$ cat src/rtl/snake_pkg.sv
`default_nettype none
// ============================================================================
// Module  : snake_pkg
// Brief   : Shared heading/state encodings and helpers for the snake
//           direction controller.
// Rev     : 1.0  initial release
// ============================================================================
package snake_pkg;

  typedef logic [1:0] dir_t;

  localparam dir_t DIR_UP    = 2'd0;
  localparam dir_t DIR_DOWN  = 2'd1;
  localparam dir_t DIR_LEFT  = 2'd2;
  localparam dir_t DIR_RIGHT = 2'd3;

  typedef enum logic [1:0] {
    ST_IDLE  = 2'd0,
    ST_RUN   = 2'd1,
    ST_PAUSE = 2'd2,
    ST_OVER  = 2'd3
  } state_t;

  // Opposite heading: UP<->DOWN, LEFT<->RIGHT share bit 1 and differ in bit 0
  function automatic dir_t dir_reverse(input dir_t d);
    return {d[1], ~d[0]};
  endfunction

endpackage
`default_nettype wire

$ cat src/rtl/snake_dir_queue.sv
`default_nettype none
// ============================================================================
// Module  : snake_dir_queue
// Brief   : 2-deep FIFO of pending headings. A simultaneous push and pop
//           removes the head first and then appends the new tail. The caller
//           never pushes when full without a pop, nor pops when empty.
// Rev     : 1.0  initial release
// ============================================================================
module snake_dir_queue
  import snake_pkg::*;
(
  input  logic       clk,
  input  logic       rstn,
  input  logic       clear,
  input  logic       push,
  input  logic       pop,
  input  dir_t       din,
  output dir_t       head,
  output dir_t       tail,
  output logic [1:0] count
);

  dir_t       r_mem0;
  dir_t       r_mem1;
  logic [1:0] r_count;

  // Storage and occupancy: slot 0 is always the head
  always_ff @(posedge clk or negedge rstn) begin
    if (!rstn) begin
      r_mem0  <= DIR_UP;
      r_mem1  <= DIR_UP;
      r_count <= 2'd0;
    end else if (clear) begin
      r_count <= 2'd0;
    end else begin
      case ({push, pop})
        2'b10: begin
          if (r_count == 2'd0) begin
            r_mem0  <= din;
            r_count <= 2'd1;
          end else if (r_count == 2'd1) begin
            r_mem1  <= din;
            r_count <= 2'd2;
          end
        end
        2'b01: begin
          if (r_count != 2'd0) begin
            r_mem0  <= r_mem1;
            r_count <= r_count - 2'd1;
          end
        end
        2'b11: begin
          if (r_count == 2'd2) begin
            r_mem0 <= r_mem1;
            r_mem1 <= din;
          end else begin
            r_mem0  <= din;
            r_count <= 2'd1;
          end
        end
        default: ;
      endcase
    end
  end

  assign head  = r_mem0;
  assign tail  = (r_count == 2'd2) ? r_mem1 : r_mem0;
  assign count = r_count;

endmodule
`default_nettype wire

$ cat src/rtl/snake_dir_ctrl.sv
`default_nettype none
// ============================================================================
// Module  : snake_dir_ctrl
// Brief   : Snake heading and run-state controller. Filters direction key
//           pulses (priority UP>DOWN>LEFT>RIGHT, no 180-degree reversals),
//           buffers pending turns and emits a registered move strobe per
//           game step.
// Config  : SNAKE_DIR_QUEUE_EN - 2-entry turn FIFO; otherwise a single
//           pending register where the last valid key wins.
// Rev     : 1.0  initial release
// ============================================================================
module snake_dir_ctrl
  import snake_pkg::*;
#(
  parameter dir_t DIR_INIT = 2'd3
)
(
  input  logic       clk,
  input  logic       rstn,
  input  logic       key_up,
  input  logic       key_down,
  input  logic       key_left,
  input  logic       key_right,
  input  logic       key_mid,
  input  logic       step_tick,
  input  logic       game_over,
  output logic [1:0] dir,
  output logic       move,
  output logic       running,
  output logic [1:0] state
);

  state_t r_state;
  dir_t   r_dir;
  logic   r_move;
  logic   r_running;

  logic   w_in_run;
  logic   w_step_run;
  logic   w_start;
  logic   w_key_any;
  dir_t   w_key;
  dir_t   w_ref;
  logic   w_key_ok;
  logic   w_new_valid;
  dir_t   w_new_dir;

  assign w_in_run   = (r_state == ST_RUN);
  assign w_step_run = step_tick && w_in_run;
  assign w_start    = (r_state == ST_IDLE) && key_mid;
  assign w_key_any  = key_up | key_down | key_left | key_right;

  // Single candidate key; lower-priority simultaneous presses are discarded
  always_comb begin
    w_key = DIR_RIGHT;
    if (key_up)         w_key = DIR_UP;
    else if (key_down)  w_key = DIR_DOWN;
    else if (key_left)  w_key = DIR_LEFT;
  end

  // A turn is useful only if it changes heading and is not a reversal
  assign w_key_ok = w_in_run && w_key_any &&
                    (w_key != w_ref) && (w_key != dir_reverse(w_ref));

`ifdef SNAKE_DIR_QUEUE_EN
  dir_t       w_q_head;
  dir_t       w_q_tail;
  logic [1:0] w_q_count;
  logic       w_q_pop;
  logic       w_q_push;

  assign w_ref    = (w_q_count != 2'd0) ? w_q_tail : r_dir;
  assign w_q_pop  = w_step_run && (w_q_count != 2'd0);
  assign w_q_push = w_key_ok && ((w_q_count != 2'd2) || w_q_pop);

  snake_dir_queue u_queue (
    .clk   (clk),
    .rstn  (rstn),
    .clear (w_start),
    .push  (w_q_push),
    .pop   (w_q_pop),
    .din   (w_key),
    .head  (w_q_head),
    .tail  (w_q_tail),
    .count (w_q_count)
  );

  assign w_new_valid = w_q_pop;
  assign w_new_dir   = w_q_head;
`else
  logic r_pend_valid;
  dir_t r_pend_dir;

  assign w_ref = r_dir;

  // Pending turn: a fresh key overwrites; a step consumes the previous value
  always_ff @(posedge clk or negedge rstn) begin
    if (!rstn) begin
      r_pend_valid <= 1'b0;
      r_pend_dir   <= DIR_UP;
    end else if (w_start) begin
      r_pend_valid <= 1'b0;
    end else if (w_key_ok) begin
      r_pend_valid <= 1'b1;
      r_pend_dir   <= w_key;
    end else if (w_step_run) begin
      r_pend_valid <= 1'b0;
    end
  end

  assign w_new_valid = w_step_run && r_pend_valid;
  assign w_new_dir   = r_pend_dir;
`endif

  // Run-state machine with registered heading, move strobe and running flag
  always_ff @(posedge clk or negedge rstn) begin
    if (!rstn) begin
      r_state   <= ST_IDLE;
      r_dir     <= DIR_INIT;
      r_move    <= 1'b0;
      r_running <= 1'b0;
    end else begin
      r_move <= w_step_run;
      if (w_new_valid) r_dir <= w_new_dir;
      case (r_state)
        ST_IDLE: begin
          if (key_mid) begin
            r_state   <= ST_RUN;
            r_running <= 1'b1;
            r_dir     <= DIR_INIT;
          end
        end
        ST_RUN: begin
          if (game_over) begin
            r_state   <= ST_OVER;
            r_running <= 1'b0;
          end else if (key_mid) begin
            r_state   <= ST_PAUSE;
            r_running <= 1'b0;
          end
        end
        ST_PAUSE: begin
          if (game_over) begin
            r_state <= ST_OVER;
          end else if (key_mid) begin
            r_state   <= ST_RUN;
            r_running <= 1'b1;
          end
        end
        ST_OVER: begin
          if (key_mid) r_state <= ST_IDLE;
        end
        default: r_state <= ST_IDLE;
      endcase
    end
  end

  assign dir     = r_dir;
  assign move    = r_move;
  assign running = r_running;
  assign state   = r_state;

endmodule
`default_nettype wire

$ cat config.mk
export PLATFORM = sky130hd
export DESIGN_NAME = snake_dir_ctrl
export DESIGN_NICKNAME = d
export VERILOG_FILES = /design/src/rtl/snake_pkg.sv /design/src/rtl/snake_dir_queue.sv /design/src/rtl/snake_dir_ctrl.sv
export SDC_FILE = /design/constraint.sdc
export NUM_CORES = 1
export LEC_CHECK = 0
export BUFFER_PORTS_ARGS = -buffer_cell sky130_fd_sc_hd__buf_4
export CAP_MARGIN = 20
export CORE_AREA = 10 10 47 49
export CTS_BUF_LIST = sky130_fd_sc_hd__clkbuf_8
export DETAILED_ROUTE_END_ITERATION = 6
export DIE_AREA = 0 0 57 59
export PLACE_DENSITY = 0.64
export SKIP_CTS_REPAIR_TIMING = 1
export SYNTH_ARGS = -nofsm -noshare
export SYNTH_HDL_FRONTEND = slang
export SYNTH_SLANG_ARGS = --single-unit
$ cat constraint.sdc
create_clock -name clk -period 1.3 [get_ports clk]
set_input_delay 0.26 -clock clk [delete_from_list [all_inputs] [get_ports clk]]
set_output_delay 0.26 -clock clk [all_outputs]
set_load 0.03 [all_outputs]
==> flow_metrics.tcl, run 1 <==
set metrics [dict create \
    status "completed" \
    cpMaxStageDelayCell "dfstp_2" \
    dr.pass1.iters 3 \
    num_vias 405 \
    place_area_sq_um 602 \
    multi_input_area_sq_um 231 \
    synthMuxAreaShare 0.0986 \
    ir_drop_uv 1140 \
    rsz0062_at_grt "true" \
    postLayoutSetupSlackWorst_ns 0.0151 \
    max_slew_margin 0.858 \
    coreArea_sq_um 1400 \
    dp.cells 77 \
    gp_congestion 0.739 \
    hold_path_class "in -> reg" \
    finalPower_uw 1680 \
    crit_arrival_ns 1.02 \
    routed_wl_mm 1.13 \
    antenna_found_initial 0 \
    num_antenna_cells 0 \
    cts.sinks 9 \
    initial_core_util 0.326 \
    synth_edf_count 0 \
    hpwl_microns 838 \
    path_common_cell "buf_6" \
    start_kind "register" \
    synth-adder-area-share 0 \
    period_share 0.988 \
    track_usage 0.0679 \
    numCtsBuffers 3 \
    synthTopCellsByArea "dfrtp_1, dfstp_2, mux2i_1" \
    final_nets 78 \
    vias_per_cell 4.82 \
    synthXorXnorAreaFrac 0 \
    r2r-end "r_pend_dir[0]" \
    p_clk_frac 0.196 \
    r2r-start "dir[1]" \
    fillers 149 \
    critPathMaxFanout 4 \
    cp_slowest_stage_delay_ns 0.54 \
    drc 0 \
    pre_cts_ws_ns 0.0221 \
    max_cap_viol_count 0 \
    seqCellArea_sq_um 230 \
    synth_top_flop_cell "dfrtp_1" \
    worst_slew_pin_slew_ns 0.213 \
    clk_latency_ns 0.24 \
    power_frac_seq 0.327 \
    fp.dieArea_sq_um 3360 \
    grt_pass1_wl_mm 1.82 \
    io_pins 15 \
    area_growth_pct 50.4 \
    endpoint "dir[1]" \
    layout-drive-gt1-share 0.456 \
    syn_inst 46 \
    fp-row-count 14 \
    cp-end-kind "output pin" \
    reg2reg_depth 3 \
    yosysWarnings 0 \
    synth_top_area_share 0.384 \
    clock_skew_ns 0.00917 \
    cellLeakagePower_uw 0.000337 \
    comb_power_share 0.476 \
    synth_compound_area_frac 0.164 \
    path_cells "buf_6 -> buf_6" \
    wl_per_cell_microns 13.5 \
    slew_viol_final 0 \
    fin_crit_ns 1.28 \
    synth_cell_types 22 \
    cts_max_level 1 \
    cts_tree "built" \
    clk_pin_slew_ns 0.05 \
    final-setup-viol-count 0 \
    port_buffers 14 \
    p_per_area_nw_per_um2 2440 \
    p_switching_uw 647 \
    die_h_microns 59 \
    ys_seq_area_frac 0.499 \
    synth_top_family_by_area "simple AND/OR/NAND/NOR gates" \
    post_layout_nonfiller_instances 84 \
    grt_pass1_vias 414 \
    regToRegSetupSlack_ns 0.03 \
    power_switching_share 0.386 \
    critical_path_class "reg -> out" \
    root_buffer "clkbuf_8" \
    drt_iter0_drc 5 \
    grt_overflow 0 \
    ant_nets 0 \
    timing.critical_path.from "dir[1]" \
    syn_nets 55 \
    clockBufferDepth 2 \
    syn_area_per_cell_sq_um 9.93 \
    synth_top_cell_by_area "dfrtp_1" \
    die_w_microns 57 \
    netlist_area_sq_um 457 \
    finalHoldViolCount 0 \
    required_ns 1.04 \
    fmax_mhz 778 \
    synthArstFlopShare 1.00 \
    grt_max_degree 10 \
    post-route-cell-area_sq_um 687 \
    yosys.area_share.simple 0.211 \
    internal-power_uw 1030 \
    ys_seq_elements 9 \
    final_util 0.490 \
]
==> synth_stat cells, drive strengths merged (2+ instances only) <==
master,n
a21oi,4
nor2,2
a211oi,2
nand2b,3
dfrtp,7
nand2,7
mux2i,3
o21ai,5
inv,2
dfstp,2
==> worst max-delay path, delay by kind of cell, from the launching register on <==
family                 cells  cell delay, ns
buffers and inverters      2            0.25
flip-flops                 1            0.54
==> cells by family (layout without fill, tap and decap cells) <==
group	Yosys count	in the layout
and+or+nand+nor	18	18
AOI/OAI and AO/OA	12	12
buffers and inverters	3	25
DFF	9	9
muxes	4	4
==> cells in the final DEF, fill, tap and decap left out <==
cell type,netlist,layout
a21oi_2,1,1
nor3b_1,1,1
inv_1,2,3
nand3_1,1,1
clkbuf_8,0,3
a211oi_1,1,1
or3b_2,1,1
dfrtp_1,7,5
dfrtp_2,0,2
buf_4,0,16
or2_1,1,1
a211oi_4,0,1
dlygate4sd3_1,0,1
mux2i_1,3,3
mux2_4,1,1
and2b_1,1,1
a31oi_1,1,1
o21ai_0,5,5
nand2b_4,0,1
dfstp_2,2,2
nand2b_1,3,2
nor2_1,1,1
nand2_1,7,7
nor2_2,1,1
and2_1,1,1
a21oi_1,3,3
buf_6,0,2
==> area by class of cell <==
cell class,instances,share of cell area
multi-input combinational,34,0.337
sequential,9,0.335
timing repair buffer,19,0.222
clock buffer,3,0.0601
tap,16,0.0291
inverter,2,0.0109
clock inverter,1,0.00546
==> sequential cells by signal (all words and copies together) (netlist names) <==
signal and count:
r_pend_valid 1, dir 2, move 1, r_pend_dir 2, state 2, running 1
==> worst min path at each step <==
stage	cells past startpoint	from	slack (ns)	to
3_3_place_gp	1	rstn	0.09	move
3_5_place_dp	1	rstn	0.09	move
2_1_floorplan	0	rstn	-0.04	move
6_report	2	step_tick	0.24	move
5_1_grt	2	step_tick	0.25	move
4_1_cts	1	rstn	-0.17	move
==> metal layers <==
| layer | vias to the layer above | part of all wire | track usage |
|---|---|---|---|
| li1 | 201 | - | - |
| met1 | 188 | 0.45 | 0.0800 |
| met2 | 13 | 0.48 | 0.0992 |
| met3 | 3 | 0.051 | 0.0236 |
| met4 | 0 | 0.023 | 0.0503 |
| met5 | - | 0 | 0 |
==> power by group through the flow <==
stage	sequential, uW	combinational, uW	clock [uW]
5_1_grt	566	867	355
2_1_floorplan	691	332	0
6_report	548	798	329
3_3_place_gp	545	711	0
3_5_place_dp	548	721	0
4_1_cts	545	722	341
==> per-stage QoR <==
| stage | setup TNS [ns] | hold WS (ns) |
|---|---|---|
| global placement | 0 | 0.0905 |
| floorplan | -0.0395 | -0.0356 |
| CTS | -0.0299 | -0.168 |
| global route | -0.0213 | 0.249 |
| detailed placement | 0 | 0.0927 |
| finish | 0 | 0.244 |
(Power assumes the default switching activity.)
==> run 2, diff against run 1 <==
Settings changed: CELL_PAD_IN_SITES_DETAIL_PLACEMENT from default to 0, CELL_PAD_IN_SITES_GLOBAL_PLACEMENT from default to 1, CORE_AREA 10 10 47 49 to default, CORE_MARGIN from default to 10, CORE_UTILIZATION from default to 33, DIE_AREA 0 0 57 59 to default, PLACE_DENSITY 0.64 to 0.78.
==> run 2 against run 1 <==
  * Die area is 2.7% lower
  * Clock skew decreased by 0.0074 ns
  * Fmax is 0.58% higher
  * Highest routed layer unchanged
  * Sequential share of layout area decreased by 0.83 points
  * Utilization rose by 5.1 points
  * Combinational power is 9.8% higher
  * Clock power is 6.1% lower
  * Count of clock-buffer cells in the layout unchanged
  * Worst setup slack better by 0.0074 ns
  * Hold slack improved by 0.013 ns
  * Global-route usage rose by 0.59 points
==> flow_metrics.tcl, run 2 (synthesized netlist as in run 1, its figures left out) <==
set metrics [dict create \
    status "completed" \
    period_share 0.983 \
    final_util 0.541 \
    cellLeakagePower_uw 0.000345 \
    grt_overflow 0 \
    critPathMaxFanout 5 \
    ant_nets 0 \
    final_common_cell "buf_4" \
    max_slew_margin 0.844 \
    worst_slew_pin_slew_ns 0.234 \
    reg2reg_depth 3 \
    root_buffer "clkbuf_8" \
    seqCellArea_sq_um 230 \
    grt_pass1_wl_mm 1.86 \
    crit_arrival_ns 1.02 \
    path_common_cell "buf_6" \
    critical_path_class "reg -> out" \
    clock_skew_ns 0.00177 \
    multi_input_area_sq_um 231 \
    fmax_mhz 783 \
    fp-row-count 13 \
    cp_slowest_stage_delay_ns 0.42 \
    hpwl_microns 852 \
    clk_latency_ns 0.23 \
    gp_congestion 0.804 \
    die_w_microns 57.2 \
    die_h_microns 57.2 \
    clk_pin_slew_ns 0.04 \
    p_per_area_nw_per_um2 2430 \
    fin_crit_ns 1.28 \
    port_buffers 14 \
    layout-drive-gt1-share 0.464 \
    grt_util_met3 0.0465 \
    met1_usage 0.0735 \
    start_kind "register" \
    final-setup-viol-count 0 \
    coreArea_sq_um 1300 \
    antenna_found_initial 0 \
    cts.sinks 9 \
    wl_per_cell_microns 13.0 \
    finalHoldViolCount 0 \
    fp.dieArea_sq_um 3270 \
    num_antenna_cells 0 \
    num_vias 405 \
    met2_usage 0.112 \
    clockBufferDepth 2 \
    ir_drop_uv 1110 \
    io_pins 15 \
    timing.critical_path.from "state[1]" \
    finalPower_uw 1710 \
    cts_tree "built" \
    max_cap_viol_count 0 \
    final_nets 79 \
    routed_wl_mm 1.09 \
    top_usage_layer "met2" \
    numCtsBuffers 3 \
    track_usage 0.0739 \
    regToRegSetupSlack_ns 0.04 \
    dr.pass1.iters 3 \
    rsz0062_at_grt "true" \
    drc 0 \
    r2r-start "state[1]" \
    area_growth_pct 54.2 \
    endpoint "state[1]" \
    r2r-end "r_pend_dir[0]" \
    slew_viol_final 0 \
    hold-path-cell-count 2 \
    initial_core_util 0.351 \
    cts_max_level 1 \
    grt_pass1_vias 408 \
    required_ns 1.04 \
    hold_path_class "in -> reg" \
    cpMaxStageDelayCell "dfrtp_2" \
    fillers 125 \
    drt_iter0_drc 5 \
    layout_common_cells "buf_4, nand2_1, o21ai_0, dfrtp_1, buf_6" \
    path_cells "buf_6 -> buf_6 -> buf_6" \
    cp-end-kind "output pin" \
    vias_per_cell 4.82 \
    grt_max_degree 10 \
]
==> run 2: where the power goes <==
part | switching, uW | internal, uW
registers | 91.6 | 433
clock network | 104 | 205
logic | 433 | 443
total | 628 | 1080
==> run 2: how the worst min path moves through the flow <==
stage	from	end	slack [ns]
final	step_tick	move	0.26
after global placement	rstn	move	0.09
after CTS	rstn	state[0]	-0.15
after floorplan	rstn	move	-0.04
after global routing	step_tick	move	0.26
after detailed placement	rstn	state[0]	0.09
==> run 2: layer usage <==
layer  wire length (microns)  vias up
met5                       0        -
met4                      21        0
met3                      89        2
met2                     579        8
met1                     399      192
li1                        -      203
==> run 2: critical path, delay by kind of cell, from the launching register on <==
kind / cells / cell delay, ns
buf+inv: 3 / 0.37
flops: 1 / 0.42
==> run 2: final cells by class <==
class / instances / area share
Clock buffer: 3 / 0.0586
Clock inverter: 1 / 0.00533
Inverter: 2 / 0.0107
Multi-Input combinational cell: 34 / 0.329
Sequential cell: 9 / 0.327
Tap cell: 15 / 0.0266
Timing Repair Buffer: 20 / 0.243
==> run 2: through the flow <==
step | worst slack (ns) | cell area [sq um] | cells | hold slack, ns | setup TNS, ns
2_1_floorplan | -0.0395 | 475 | 46 | -0.0356 | -0.0395
3_3_place_gp | 0.0380 | 623 | 79 | 0.0906 | 0
3_5_place_dp | 0.0108 | 623 | 79 | 0.0928 | 0
4_1_cts | -0.0443 | 668 | 83 | -0.154 | -0.0559
5_1_grt | -0.0177 | 704 | 84 | 0.257 | -0.0398
6_report | 0.0224 | 704 | 84 | 0.257 | 0
